[config.mk]
export PLATFORM = sky130hd
export DESIGN_NAME = alarm_arbiter
export DESIGN_NICKNAME = d
export VERILOG_FILES = /design/src/rtl/alarm_pkg.sv /design/src/rtl/alarm_prio_enc.sv /design/src/rtl/alarm_arbiter.sv
export SDC_FILE = /design/constraint.sdc
export NUM_CORES = 1
export LEC_CHECK = 0
export CORE_UTILIZATION = 48
export DETAILED_ROUTE_END_ITERATION = 10
export GPL_ROUTABILITY_DRIVEN = 0
export PLACE_DENSITY = 0.87
export REMOVE_ABC_BUFFERS = 1
export SLEW_MARGIN = 10
export SYNTH_ARGS = -nofsm -noshare
export SYNTH_HDL_FRONTEND = slang
export SYNTH_SLANG_ARGS = --single-unit
[constraint.sdc]
create_clock -name clk -period 2.07 [get_ports clk]
set_input_delay 0.621 -clock clk [delete_from_list [all_inputs] [get_ports clk]]
set_output_delay 0.621 -clock clk [all_outputs]
set_load 0.005 [all_outputs]
[src/rtl/alarm_pkg.sv]
// Shared encodings for the alarm annunciator arbiter: FSM states, active codes, pend bit indices.
// latency: n/a; backpressure: n/a.
package alarm_pkg;

  typedef enum logic [2:0] {
    ST_IDLE     = 3'd0,
    ST_FIRE     = 3'd1,
    ST_BURGLAR  = 3'd2,
    ST_RAIN     = 3'd3,
    ST_COOLDOWN = 3'd4
  } state_t;

  localparam logic [1:0] ACT_NONE = 2'b00;
  localparam logic [1:0] ACT_FIRE = 2'b01;
  localparam logic [1:0] ACT_BURG = 2'b10;
  localparam logic [1:0] ACT_RAIN = 2'b11;

  localparam int FIRE_B = 2;
  localparam int BURG_B = 1;
  localparam int RAIN_B = 0;

  function automatic int max3(input int a, input int b, input int c);
    int m;
    m = (a > b) ? a : b;
    return (m > c) ? m : c;
  endfunction

  function automatic logic [1:0] active_of(input state_t s);
    case (s)
      ST_FIRE:    return ACT_FIRE;
      ST_BURGLAR: return ACT_BURG;
      ST_RAIN:    return ACT_RAIN;
      default:    return ACT_NONE;
    endcase
  endfunction

endpackage

[src/rtl/alarm_prio_enc.sv]
// Fixed-priority encoder from latched requests to the service state (fire > burglar > rain).
// latency: combinational; backpressure: none.
module alarm_prio_enc
  import alarm_pkg::*;
(
  input  logic [2:0] pend,
  output logic       hit,
  output state_t     svc
);

  always_comb begin
    hit = 1'b1;
    svc = ST_IDLE;
    if (pend[FIRE_B])      svc = ST_FIRE;
    else if (pend[BURG_B]) svc = ST_BURGLAR;
    else if (pend[RAIN_B]) svc = ST_RAIN;
    else                   hit = 1'b0;
  end

endmodule

[src/rtl/alarm_arbiter.sv]
// Latches fire/burglar/rain requests and shares one siren and one chime by priority with min on-time.
// latency: 2 cycles request-to-drive, 1 cycle ack-to-quiet; backpressure: none, requests stay latched until serviced.
module alarm_arbiter
  import alarm_pkg::*;
#(
  parameter int MIN_ON    = 8,
  parameter int CHIME_LEN = 4,
  parameter int COOL      = 2
) (
  input  logic       clk,
  input  logic       rst,
  input  logic       fire_alm,
  input  logic       burglar_alm,
  input  logic       rain_alm,
  input  logic       arm,
  input  logic       ack,
  output logic       siren,
  output logic       chime,
  output logic [1:0] active,
  output logic [2:0] pend,
  output logic [2:0] state
);

  localparam int CMAX = max3(MIN_ON, CHIME_LEN, COOL);
  localparam int CW   = $clog2(CMAX) + 1;

  localparam logic [CW-1:0] CNT_SAT    = CW'(CMAX);
  localparam logic [CW-1:0] MIN_ON_C   = CW'(MIN_ON);
  localparam logic [CW-1:0] CHIME_LAST = CW'(CHIME_LEN - 1);
  localparam logic [CW-1:0] COOL_LAST  = CW'(COOL - 1);

  state_t        st;
  state_t        nxt;
  state_t        enc_svc;
  logic          enc_hit;
  logic [CW-1:0] cnt;
  logic [2:0]    clr;
  logic [2:0]    set;
  logic [2:0]    pend_nxt;
  logic          rearm;
  logic          ack_ok;

  alarm_prio_enc u_prio (
    .pend (pend),
    .hit  (enc_hit),
    .svc  (enc_svc)
  );

  always_comb begin
    nxt    = st;
    clr    = 3'b000;
    rearm  = 1'b0;
    ack_ok = ack && (cnt >= MIN_ON_C);
    case (st)
      ST_IDLE: begin
        if (enc_hit) nxt = enc_svc;
      end
      ST_FIRE: begin
        // A still-high fire input re-sets its bit, so service restarts in place.
        if (ack_ok) begin
          clr[FIRE_B] = 1'b1;
          if (fire_alm) rearm = 1'b1;
          else          nxt   = ST_COOLDOWN;
        end
      end
      ST_BURGLAR: begin
        if (pend[FIRE_B]) begin
          nxt = ST_FIRE;
        end else if (!arm || ack_ok) begin
          clr[BURG_B] = 1'b1;
          nxt         = ST_COOLDOWN;
        end
      end
      ST_RAIN: begin
        if (pend[FIRE_B] || pend[BURG_B]) begin
          nxt = enc_svc;
        end else if ((cnt == CHIME_LAST) || ack_ok) begin
          clr[RAIN_B] = 1'b1;
          nxt         = ST_COOLDOWN;
        end
      end
      ST_COOLDOWN: begin
        if (pend[FIRE_B])           nxt = ST_FIRE;
        else if (cnt == COOL_LAST)  nxt = ST_IDLE;
      end
      default: nxt = ST_IDLE;
    endcase

    if (!arm) clr[BURG_B] = 1'b1;

    // Set wins over clear for the same bit.
    set      = {fire_alm, burglar_alm & arm, rain_alm};
    pend_nxt = (pend & ~clr) | set;
  end

  always_ff @(posedge clk) begin
    if (rst) begin
      st     <= ST_IDLE;
      pend   <= 3'b000;
      cnt    <= '0;
      siren  <= 1'b0;
      chime  <= 1'b0;
      active <= ACT_NONE;
    end else begin
      st     <= nxt;
      pend   <= pend_nxt;
      if ((nxt != st) || rearm) cnt <= '0;
      else if (cnt != CNT_SAT)  cnt <= cnt + 1'b1;
      siren  <= (nxt == ST_FIRE) || (nxt == ST_BURGLAR);
      chime  <= (nxt == ST_RAIN);
      active <= active_of(nxt);
    end
  end

  assign state = st;

endmodule

# Word level (Yosys, flattened, before mapping)
# Cells that the tools add are included.
[totals]
elab_cells = 61
inputBits = 7
register_bits = 14
[classes]
n_reduce_logical = 9
add_sub_neg = 1
order_cmp = 1
n_bitwise = 4
muxes = 29
eq_ne = 11
[op_table]
columns = ["operator", "count"]
rows = [
  ["$mux W3", 11],
  ["$mux W1", 15],
  ["$pmux W3 S5", 1],
  ["$eq A3 B2 Y1 const B", 4],
  ["$eq A3 B1 Y1 const B", 2],
  ["$pmux W2 S3", 1],
  ["$logic_or A1 B1 Y1", 5],
  ["$add A4 B1 Y4 const B", 1],
  ["$eq A4 B1 Y1 const B", 1],
  ["$eq A4 B2 Y1 const B", 1],
  ["$ge A4 B4 Y1 const B", 1],
  ["$ne A4 B4 Y1 const B", 1],
  ["$and A3 B3 Y3", 1],
  ["$eq A3 B3 Y1 const B", 1],
  ["$logic_not A3 Y1", 1],
  ["$ne A3 B3 Y1", 1],
  ["$not A3 Y3", 1],
  ["$or A3 B3 Y3", 1],
  ["$mux W2", 1],
  ["$reduce_or A2 Y1", 1],
  ["$and A1 B1 Y1", 1],
  ["$logic_and A1 B1 Y1", 1],
  ["$logic_not A1 Y1", 1],
]

# Logic depth before layout (Yosys ltp)
# Gate-level depths: netlist of the first run.
[logic_depth]
depth_word = 10
mapped_depth = 7

# Modules after synthesis
# Synthesis of the first run repeated with hierarchy kept, for this count alone.
[hier_totals]
cells_unflattened = 99
area_unflattened_um2 = 857.1
[by_module_without_submodules]
columns = ["mod", "instances", "area_each_um2", "cells_each"]
rows = [
  ["alarm_arbiter", 1, 819.5, 92],
  ["alarm_prio_enc", 1, 37.5, 7],
]

# Worst setup path before layout of the first run
# No wires, ideal clock.
[synth_timing]
path_kind = "register -> register"
start = "register cnt[0]"
end = "register cnt[0]"
stages_incl_launch_ff = 7
arrival_time_ns = 1.573
path_slack_ns = 0.420
period_less_slack_ns = 1.650
required_ns = 1.992
path_cell_list = "dfxtp_1 ha_1 or3b_4 a211o_1 o31ai_2 mux2i_2 nor3_1"
[synth_between]
elab_chain_len = 9
elab_cells_between_ends = 21
classes_between = "add/sub: 1; order compare: 1; eq/ne: 4; mux: 10; reduce/logical: 5"
[synth_rtl]
columns = ["item", "line_no", "rtl"]
rows = [
  ["from (decl)", "alarm_arbiter.sv:36", "logic [CW-1:0] cnt;"],
  ["from (signal assigned)", "alarm_arbiter.sv:108", "else if (cnt != CNT_SAT) cnt <= cnt + 1'b1;"],
  ["$ge A4 B4 Y1", "alarm_arbiter.sv:53", "ack_ok = ack && (cnt >= MIN_ON_C);"],
  ["$logic_and A1 B1 Y1", "alarm_arbiter.sv:53", ""],
  ["$logic_or A1 B1 Y1, on equally long branches", "alarm_arbiter.sv:77, alarm_arbiter.sv:69", ""],
  ["$mux W3, on equally long branches", "alarm_arbiter.sv:77, alarm_arbiter.sv:69", ""],
  ["$mux W3, on equally long branches", "alarm_arbiter.sv:75, alarm_arbiter.sv:67", ""],
  ["$pmux W3 S5", "alarm_arbiter.sv:54", "case (st)"],
  ["$ne A3 B3 Y1", "alarm_arbiter.sv:107", "if ((nxt != st) || rearm) cnt <= '0;"],
  ["$logic_or A1 B1 Y1", "alarm_arbiter.sv:107", ""],
  ["$reduce_or A2 Y1 (no line)", "-", ""],
]
# Several ways; a longest one is shown, not always the timed one.
# A chain may end at the register's enable or synchronous reset.

# Worst setup path in the final report of the first run
[layout_timing]
start = "register st[0], in the netlist state[0]"
end = "output port state[0]"
[layout_rtl]
columns = ["item", "line_no", "rtl"]
rows = [
  ["from (decl)", "alarm_arbiter.sv:32", "state_t st;"],
  ["from (signal assigned)", "alarm_arbiter.sv:105", "st <= nxt;"],
  ["to (decl)", "alarm_arbiter.sv:21", "output logic [2:0] state"],
]
# No word-level cell between the ends.

==> results of run 1 <==
[cell type report]
class	instances	share of cell area (%)
inverters	3	1.15
multi-input cells	69	47.4
clock buffers	3	2.29
well taps	16	2.04
flip-flops and latches	14	28.5
repair buffers	19	18.6
[routing by layer]
metal,routed length [um],track usage [%],vias up
met4,31,8.13,0
li1,-,-,365
met5,0,0,-
met1,751,27.0,348
met2,862,34.2,29
met3,97,5.17,4
[cell usage after synthesis, types with 2 or more instances]
| master | number | area (sq um) |
|---|---|---|
| ha_1 | 3 | 37.5 |
| a31oi_1 | 2 | 12.5 |
| dfxtp_1 | 14 | 280 |
| nor3_1 | 6 | 30.0 |
| a21oi_1 | 5 | 25.0 |
| xor2_1 | 2 | 17.5 |
| nor2_1 | 11 | 41.3 |
| inv_1 | 3 | 11.3 |
| nor2b_1 | 3 | 18.8 |
| nand2_1 | 4 | 15.0 |
| nor3b_1 | 4 | 30.0 |
| o221ai_1 | 2 | 17.5 |
| nand3_1 | 5 | 25.0 |
[logic make-up after synthesis]
kind of cell / synth area share [%]
and+or+nand+nor: 29.4
DFF: 35.6
buffers and inverters: 5.25
muxes: 4.45
xor gates and xnor gates: 3.34
AOI/OAI and AO/OA: 17.2
adders and majority gates: 4.77
[state kept, by name (all words and copies together) (netlist names)]
| register | count |
|---|---|
| active | 2 |
| chime | 1 |
| cnt | 4 |
| pend | 3 |
| siren | 1 |
| state | 3 |
[how the worst max path moves through the flow]
stage | from | endpoint | cells after the start
detailed placement | ack | cnt[2] | 6
finish | state[0] | state[0] | 1
global placement | ack | cnt[1] | 6
floorplan | cnt[0] | cnt[0] | 6
CTS | state[0] | state[0] | 1
global route | state[0] | state[0] | 1
[stage by stage]
| step | util, % | setup WS, ns |
|---|---|---|
| floorplan | - | 0.420 |
| global placement | 63.0 | -0.0469 |
| detailed placement | 63.0 | -0.108 |
| CTS | 64.4 | 0.0807 |
| global route | 64.4 | 0.0188 |
| finish | 64.4 | 0.0567 |
[layout by cell type (no fill, tap or decap), drive strengths merged, types with 2 or more instances in the layout]
cell and instances:
nand2 4, nor2 11, dfxtp 14, o21ai 2, a21oi 5, inv 3, buf 3, nand3 5
clkdlybuf4s50 16, ha 3, xor2 2, clkbuf 3, a31oi 2, nor2b 4, nor3 6, nor3b 4
mux2i 2, o221ai 2
[tightest hold or removal path, stage by stage, from the launching register on]
cell,delay [ns]
dfxtp_1,0.36
a21oi_1,0.07
nor2_1,0.06
[power breakdown]
part / switching, uW / internal, uW / total, uW
clock network: 81.2 / 67.4 / 149
logic: 73.5 / 92.2 / 166
registers: 24.1 / 292 / 316
total: 179 / 451 / 630
==> key figures, run 1 <==
Job
  – Max_cap viols: 0

Cells and area
  – Layout cells sized above 1: around 13%
  – Layout fillers: 136
  – Synthesis-to-layout area growth: 24.8%
  – Post-route non-filler standard cell count: approximately 120
  – Seq. cell area: roughly 280 sq um
  – N_diodes: 0
  – Multi-input gate area: between 400 and 500 sq um
  – Nets@finish: 120
  – Post-route cell area: slightly below 0.001 sq mm

Timing
  – Number of setup violations in the final report: 0
  – Max-slew headroom: ~75%
  – F_max: 497 MHz
  – RSZ-0062 raised after global routing: no
  – Measured slew at the worst slew-check pin: 0.368 ns
  – Final hold vios: 0
  – Hold Slack: 0.534 ns
  – Final Max Slew Viols: 0
  – Final period util: 97.3%
  – Skew final: about 0.0016 ns
  – Tmin final: a little over 2 ns
  – Setup total negative slack: 0 ns

Floorplan
  – Initial Util: 51.6%
  – CORE AREA: around 0.0015 sq mm
  – Die Y: 42.5 um
  – Rows: 14
  – Num ports: 17
  – Die span in x: 42.5 um
  – Die ar.: ~0.0018 sq mm

Place
  – Inst Count DP: between 100 and 150
  – Port Buffers: 16
  – Placed cell area: roughly 960 sq um
  – Post-DP HPWL: about 1300 um

Critical path
  – Slowest CP cell: clkdlybuf4s50_1
  – Critical-path maximum fanout: 10
  – Critical path class: flop to output port
  – Worst R2R Path Depth: 6
  – Crit-path cells: clkdlybuf4s50_1
  – R2r endpoint: cnt[2]
  – WP data arrival: roughly 1.4 ns
  – Buffers & Inverters on Critical Path: 1
  – R2R setup slack: 0.22 ns
  – Slowest stage delay, CP: between 0.5 and 0.6 ns
  – R2R Path Start: cnt[0]
  – Startpoint types: flop
  – Crit path capture type: output port
  – Cell family with most CP delay: buffers and inverters
  – Worst Path Required: between 1 and 1.5 ns

Detailed routing
  – Initial DRC Count: 10
  – Post-Route WL: roughly 1700 um
  – Via count: between 700 and 800
  – Drt pass-1 iters: 4
  – Vias per inst: ~6
  – Routed len/inst: about 14 um
  – Final ANT Viol Nets: 0
  – Remaining DRCs: 0

CTS
  – CTS tree: done
  – CTS Sinks: 14
  – Post-CTS Resized: 0
  – Setup bufs post-CTS: 0
  – CTS clk-pin slew, worst paths: roughly 0.08 ns
  – Hold_buf cts: 0
  – CTS Root Cell: clkbuf_4
  – Clk_lat worst skew: 0.27 ns
  – CTS Buffer Depth: 2
  – Num CTS Buffers: 3
  – CTS H-tree depth: 1

Logic synthesis
  – Most frequently used flop master after synthesis: dfxtp_1
  – Mapped cell area: ~790 sq um
  – Number of synthesized flops with an enable pin: 0
  – Synth Warn #: 0
  – Register area share after synthesis: 35.6%
  – Cells after Synth: between 80 and 90
  – Yosys cell types: 38
  – Synthesized area per cell: between 8 and 9 sq um
  – Post-synth ARST share: 0%
  – Yosys reg bits: 14

Global routing
  – Gr ovfl total: 0
  – First-pass GRT wire length: approximately 2900 um
  – Antenna violations before repair: 0
  – Largest net degree at the start of global routing: 11
  – Vias in the first global route: 677
  – GRT Total Usage: roughly a fifth

Hold path
  – Hold EP: pend[0]
  – Hold Crit Class: flop to flop
  – HP Start: pend[0]
  – Hold path depth: 2

Power and ir drop
  – Total power: about 630 uW
  – Pleak: approximately 0.00035 uW
  – Power density over cell area: around 640 mW/mm^2
  – Maximum VDD drop: around 0.36 mV

Status
  – Status: finished, final reports clean
Power figures use the tool's default switching activity.
==> run 2, diff against run 1 <==
--- a/config.mk
+++ b/config.mk
@@ -10,2 +10,3 @@
 export GPL_ROUTABILITY_DRIVEN = 0
+export GPL_TIMING_DRIVEN = 0
 export PLACE_DENSITY = 0.87
==> constraint.sdc (replaced) <==
create_clock -name clk -period 2.07 [get_ports clk]
set_input_delay 0.414 -clock clk [delete_from_list [all_inputs] [get_ports clk]]
set_output_delay 0.414 -clock clk [all_outputs]
set_load 0.005 [all_outputs]
==> run 2 against run 1 <==
Register-to-register slack lost 0.04 ns. Wire length grew 0.75%. First-iteration DRC count grew 140%. Critical path depth grew 5. Clock power grew 34%. Via count shrank 3.1%. Combinational power shrank 8%. Clock-buffer cell count grew 1. Sequential power is essentially flat. Power grew 6.0%. Hold slack gained 0.012 ns. Die area is the same. Largest power group unchanged.
==> key figures, run 2 (synthesis results as in run 1) <==
Critical path
  – Worst R2R Path Depth: 6 (unchanged)
  – Critical-path maximum fanout: 4 (-6)
  – R2R setup slack: 0.18 ns (-0.04 ns)
  – Worst Path Required: 2.24 ns (+0.79 ns)
  – Crit path capture type: flop
  – Critical path class: flop to flop
  – R2r endpoint: siren
  – WP data arrival: 2.06 ns (+0.67 ns)
  – Startpoint types: flop
  – R2R Path Start: cnt[0]

Power and ir drop
  – Maximum VDD drop: 0.414 mV (+16%)
  – Pleak: 0.000344 uW (-2.0%)
  – Power density over cell area: 686 mW/mm^2 (+7.0%)

Global routing
  – Largest net degree at the start of global routing: 12 (+1)
  – Antenna violations before repair: 0 (unchanged)
  – Gr ovfl total: 0 (unchanged)
  – GRT Total Usage: 21.6% (+0.49 points)
  – First-pass GRT wire length: 2870 um (+0.49%)
  – Vias in the first global route: 709 (+4.7%)

Floorplan
  – Die Y: 42.5 um (unchanged)
  – Num ports: 17 (unchanged)
  – Initial Util: 51.6% (unchanged)
  – Die span in x: 42.5 um (unchanged)
  – CORE AREA: 0.00152 sq mm (unchanged)
  – Die ar.: 0.00181 sq mm (unchanged)
  – Rows: 14 (unchanged)

Timing
  – Number of setup violations in the final report: 0 (unchanged)
  – RSZ-0062 raised after global routing: no
  – Final hold vios: 0 (unchanged)
  – Final Max Slew Viols: 0 (unchanged)
  – Measured slew at the worst slew-check pin: 0.415 ns (+0.0478 ns)
  – Setup total negative slack: 0 ns (unchanged)
  – Max-slew headroom: 72.2% (-3.2 points)
  – Final period util: 91.2% (-6.0 points)
  – Skew final: 0.00217 ns (+0.000580 ns)
  – F_max: 529 MHz (+6.6%)
  – Tmin final: 1.89 ns (-0.125 ns)
  – Final setup margin: 0.181 ns (+0.125 ns)

CTS
  – Post-CTS Resized: 0 (unchanged)
  – CTS Sinks: 14 (unchanged)
  – Clk_lat worst skew: 0.28 ns (about the same)
  – Num CTS Buffers: 3 (unchanged)
  – Hold_buf cts: 0 (unchanged)
  – CTS tree: done
  – CTS H-tree depth: 1 (unchanged)
  – Setup bufs post-CTS: 0 (unchanged)
  – CTS Buffer Depth: 2 (unchanged)
  – CTS clk-pin slew, worst paths: 0.08 ns (about the same)
  – CTS Root Cell: clkbuf_4

Cells and area
  – Commonest cells after routing, fill and taps aside: clkdlybuf4s50_1, dfxtp_1, nor2_1
  – Commonest non-fill, non-tap cell in the layout: clkdlybuf4s50_1
  – Max reg flops: 4 (unchanged)
  – Nets@finish: 117 (-2.5%)
  – Layout cells sized above 1: 11.3% (-1.6 points)
  – Biggest register: cnt
  – Post-route cell area: 973 sq um (-0.89%)
  – Synthesis-to-layout area growth: 23.7%
  – N_diodes: 0 (unchanged)

Detailed routing
  – Post-Route WL: 1760 um (+0.75%)
  – Remaining DRCs: 0 (unchanged)
  – Vias per inst: 5.93 (-1.5%)
  – Initial DRC Count: 24 (+14)
  – Via count: 723 (-3.1%)
  – Final ANT Viol Nets: 0 (unchanged)
  – Drt pass-1 iters: 4 (unchanged)
  – Routed len/inst: 14.4 um (+2.4%)

Status
  – Status: finished, final reports clean

Place
  – Post-DP HPWL: 1330 um (+3.0%)
  – Port Buffers: 16 (unchanged)
  – Placed cell area: 937 sq um (-2.3%)
  – Pre-CTS WS: 0.0889 ns (+0.197 ns)

Hold path
  – Hold path depth: 2 (unchanged)
  – HP Start: pend[0]
  – Hold Crit Class: flop to flop
  – Hold EP: pend[0]

Job
  – Max_cap viols: 0 (unchanged)
[run 2: worst max path at each step]
stage	start	end	slack, ns
global route	cnt[0]	siren	0.06
CTS	cnt[0]	siren	0.19
floorplan	cnt[0]	cnt[0]	0.42
global placement	ack	cnt[0]	0.12
finish	cnt[0]	siren	0.18
detailed placement	ack	siren	0.09
[run 2: area by class of cell]
cell class | instances | area [sq um]
fill | 134 | 551
multi-input combinational | 69 | 465
sequential | 14 | 280
timing repair buffer | 16 | 160
clock buffer | 4 | 36.3
tap | 16 | 20.0
inverter | 3 | 11.3
[run 2: report_power, final]
group	internal [uW]	leakage (uW)	switching, uW
Clock	107	0.0000210	91.5
Sequential	292	0.000115	24.6
Combinational	83.7	0.000208	69.3
[run 2: per-layer routing]
| layer | track usage [%] | vias up | share of wire (%) |
|---|---|---|---|
| met4 | 12.5 | 0 | 2.4 |
| met1 | 20.1 | 340 | 40 |
| met2 | 39.7 | 21 | 53 |
| li1 | - | 355 | - |
| met5 | 0 | - | 0 |
| met3 | 7.76 | 7 | 4.6 |
[run 2: metrics by stage]
step	power, uW	util, %	hold slack, ns	instances
floorplan	403	-	0.483	86
CTS	677	63.9	0.550	122
detailed placement	475	61.5	0.533	118
finish	668	63.9	0.546	122
global placement	468	61.5	0.509	118
global route	705	63.9	0.614	122
[run 2: worst max-delay path: stages, from the launching register on]
cell and delay [ns]:
dfxtp_1 0.39, ha_1 0.20, or3b_4 0.41, o221ai_1 0.30, a2bb2oi_2 0.25, xor2_1 0.17
nor2_1 0.05
==> run 3, diff against run 2 <==
Settings changed: CORE_UTILIZATION 48 to 51, CTS_BUF_LIST set to sky130_fd_sc_hd__clkbuf_4, PLACE_DENSITY 0.87 to 0.8.
==> run 3 against run 2 <==
Maximum frequency rose by 2.0%. First-iteration DRC count is 25% lower. Utilization increased by 6.3 points. Register-to-register slack better by 0.04 ns. Critical endpoint unchanged. Critical path type unchanged. Cell area down 1.5%. Die area down 5.6%. Worst setup slack better by 0.036 ns. Highest routed layer unchanged. Largest power group unchanged. Critical path depth stayed put. Clock power decreased by 26%.
==> key figures, run 3 (synthesis results as in run 1) <==
Cells and area
  – Max reg flops: 4 (unchanged)
  – Commonest non-fill, non-tap cell in the layout: clkdlybuf4s50_1
  – Layout fillers: 123 (-8.2%)
  – Commonest cells after routing, fill and taps aside: clkdlybuf4s50_1, dfxtp_1, nor2_1
  – Multi-input gate area: 465 sq um (unchanged)
  – Seq. cell area: 280 sq um (unchanged)
  – Layout Utilization: 70.1% (+6.3 points)
  – N_diodes: 0 (unchanged)
  – Post-route cell area: 958 sq um (-1.5%)
  – Post-route non-filler standard cell count: 120 (-1.6%)
  – Layout cells sized above 1: 10.5% (-0.84 points)
  – Nets@finish: 117 (unchanged)
  – Biggest register: cnt
  – Synthesis-to-layout area growth: 21.8%

CTS
  – CTS H-tree depth: 1 (unchanged)
  – Hold_buf cts: 0 (unchanged)
  – CTS tree: done
  – Setup bufs post-CTS: 0 (unchanged)
  – Num CTS Buffers: 3 (unchanged)
  – CTS Buffer Depth: 2 (unchanged)
  – Post-CTS Resized: 0 (unchanged)
  – CTS clk-pin slew, worst paths: 0.08 ns (about the same)
  – CTS Sinks: 14 (unchanged)
  – CTS Root Cell: clkbuf_4
  – Clk_lat worst skew: 0.27 ns (about the same)

Timing
  – Max-slew headroom: 71.5% (-0.76 points)
  – Final Max Slew Viols: 0 (unchanged)
  – Measured slew at the worst slew-check pin: 0.427 ns (+0.0114 ns)
  – RSZ-0062 raised after global routing: no
  – F_max: 540 MHz (+2.0%)
  – Final hold vios: 0 (unchanged)
  – Number of setup violations in the final report: 0 (unchanged)
  – Setup total negative slack: 0 ns (unchanged)
  – Skew final: 0.000841 ns (-0.00133 ns)
  – Final period util: 89.5% (-1.8 points)
  – Tmin final: 1.85 ns (-0.0365 ns)

Critical path
  – Slowest CP cell: or3b_4
  – Startpoint types: flop
  – Cell family with most CP delay: compound AO/OA/AOI/OAI gates
  – Slowest stage delay, CP: 0.40 ns (about the same)
  – Crit path capture type: flop
  – Crit-path cells: ha_1 > or3b_4 > o221ai_1 > a2bb2oi_2 > xor2_1 > nor2_1
  – Critical-path maximum fanout: 4 (unchanged)
  – Buffers & Inverters on Critical Path: 0 (unchanged)
  – WP data arrival: 2.00 ns (-0.06 ns)
  – Critical path class: flop to flop
  – Worst Path Required: 2.22 ns (-0.02 ns)

Hold path
  – Hold Crit Class: flop to flop

Floorplan
  – Initial Util: 57.6% (+6.0 points)
  – Rows: 13 (-1)
  – CORE AREA: 0.00137 sq mm (-10%)
  – Num ports: 17 (unchanged)
  – Die Y: 41.3 um (-2.8%)
  – Die span in x: 41.3 um (-2.8%)
  – Die ar.: 0.00170 sq mm (-5.6%)

Status
  – Status: finished, final reports clean

Global routing
  – First-pass GRT wire length: 2690 um (-6.2%)
  – GRT Total Usage: 25.4% (+3.8 points)
  – Antenna violations before repair: 0 (unchanged)
  – Vias in the first global route: 602 (-15%)
  – Largest net degree at the start of global routing: 12 (unchanged)
  – Gr ovfl total: 0 (unchanged)

Place
  – Inst Count DP: 117 (-0.85%)
  – Post-DP HPWL: 1270 um (-4.5%)
  – Port Buffers: 16 (unchanged)
  – Placed cell area: 936 sq um (-0.13%)

Detailed routing
  – Remaining DRCs: 0 (unchanged)
  – Drt pass-1 iters: 4 (unchanged)
  – Via count: 694 (-4.0%)
  – Routed len/inst: 14.6 um (+1.4%)
  – Vias per inst: 5.78 (-2.4%)
  – Post-Route WL: 1750 um (-0.28%)
  – Final ANT Viol Nets: 0 (unchanged)
  – Initial DRC Count: 18 (-25%)

Power and ir drop
  – Int Pwr: 443 uW (-8.2%)
  – Switch Pwr: 178 uW (-4.2%)
  – Combinational Power Share: 25.3% (+2.4 points)
  – Maximum VDD drop: 0.319 mV (-23%)
  – Power density over cell area: 648 mW/mm^2 (-5.6%)
  – Sw frac: 28.6% (+0.85 points)
  – Pleak: 0.000337 uW (-2.1%)
  – Clk pwr share: 23.8% (-5.9 points)
  – Sequential share of power: 50.9% (+3.5 points)

Job
  – Max_cap viols: 0 (unchanged)
## run 3: changes by cell type in the layout (fill, tap and decap cells not counted)
cell	before	now
clkbuf_8	1	0
## run 3: layer usage
layer | vias up | share of wire [%] | track usage, %
li1 | 351 | - | -
met1 | 316 | 48 | 32.8
met2 | 25 | 46 | 37.9
met3 | 2 | 5.7 | 8.15
met4 | 0 | 0.69 | 12.1
met5 | - | 0 | 0
## run 3: final timing paths
check / from / endpoint / slack, ns / cells after the start
hold / removal: pend[0] / pend[0] / 0.54 / 2
setup reg to reg: cnt[0] / siren / 0.22 / 6
setup / recovery: cnt[0] / siren / 0.22 / 6
hold reg to reg: pend[0] / pend[0] / 0.54 / 2
## run 3: final cells by class
cell class,count,share of cell area (%)
well taps,15,1.96
repair buffers,16,16.7
multi-input cells,69,48.6
inverters,3,1.17
flip-flops and latches,14,29.2
clock buffers,3,2.35
## run 3: per-stage QoR
step                      hold WS [ns]  setup WS (ns)  power (uW)
after detailed placement         0.540         0.0857         477
after floorplan                  0.483          0.420         403
after global routing             0.611         0.0655         663
final                            0.545          0.218         621
after CTS                        0.552          0.238         629
after global placement           0.512          0.111         469
## run 3: power by group through the flow
stage | Combinational (uW) | Clock, uW | Sequential (uW)
6_report | 157 | 148 | 316
5_1_grt | 175 | 169 | 320
4_1_cts | 158 | 155 | 316
3_5_place_dp | 155 | 0 | 322
3_3_place_gp | 149 | 0 | 320
2_1_floorplan | 84.8 | 0 | 319
## run 3: worst reg2reg max path, delay by kind of cell, from the launching register on
kind                       cells  cell delay (ns)
AOI/OAI and AO/OA              2             0.51
xor gates and xnor gates       1             0.17
adders and majority gates      1             0.20
DFF                            1             0.39
and+or+nand+nor                2             0.46
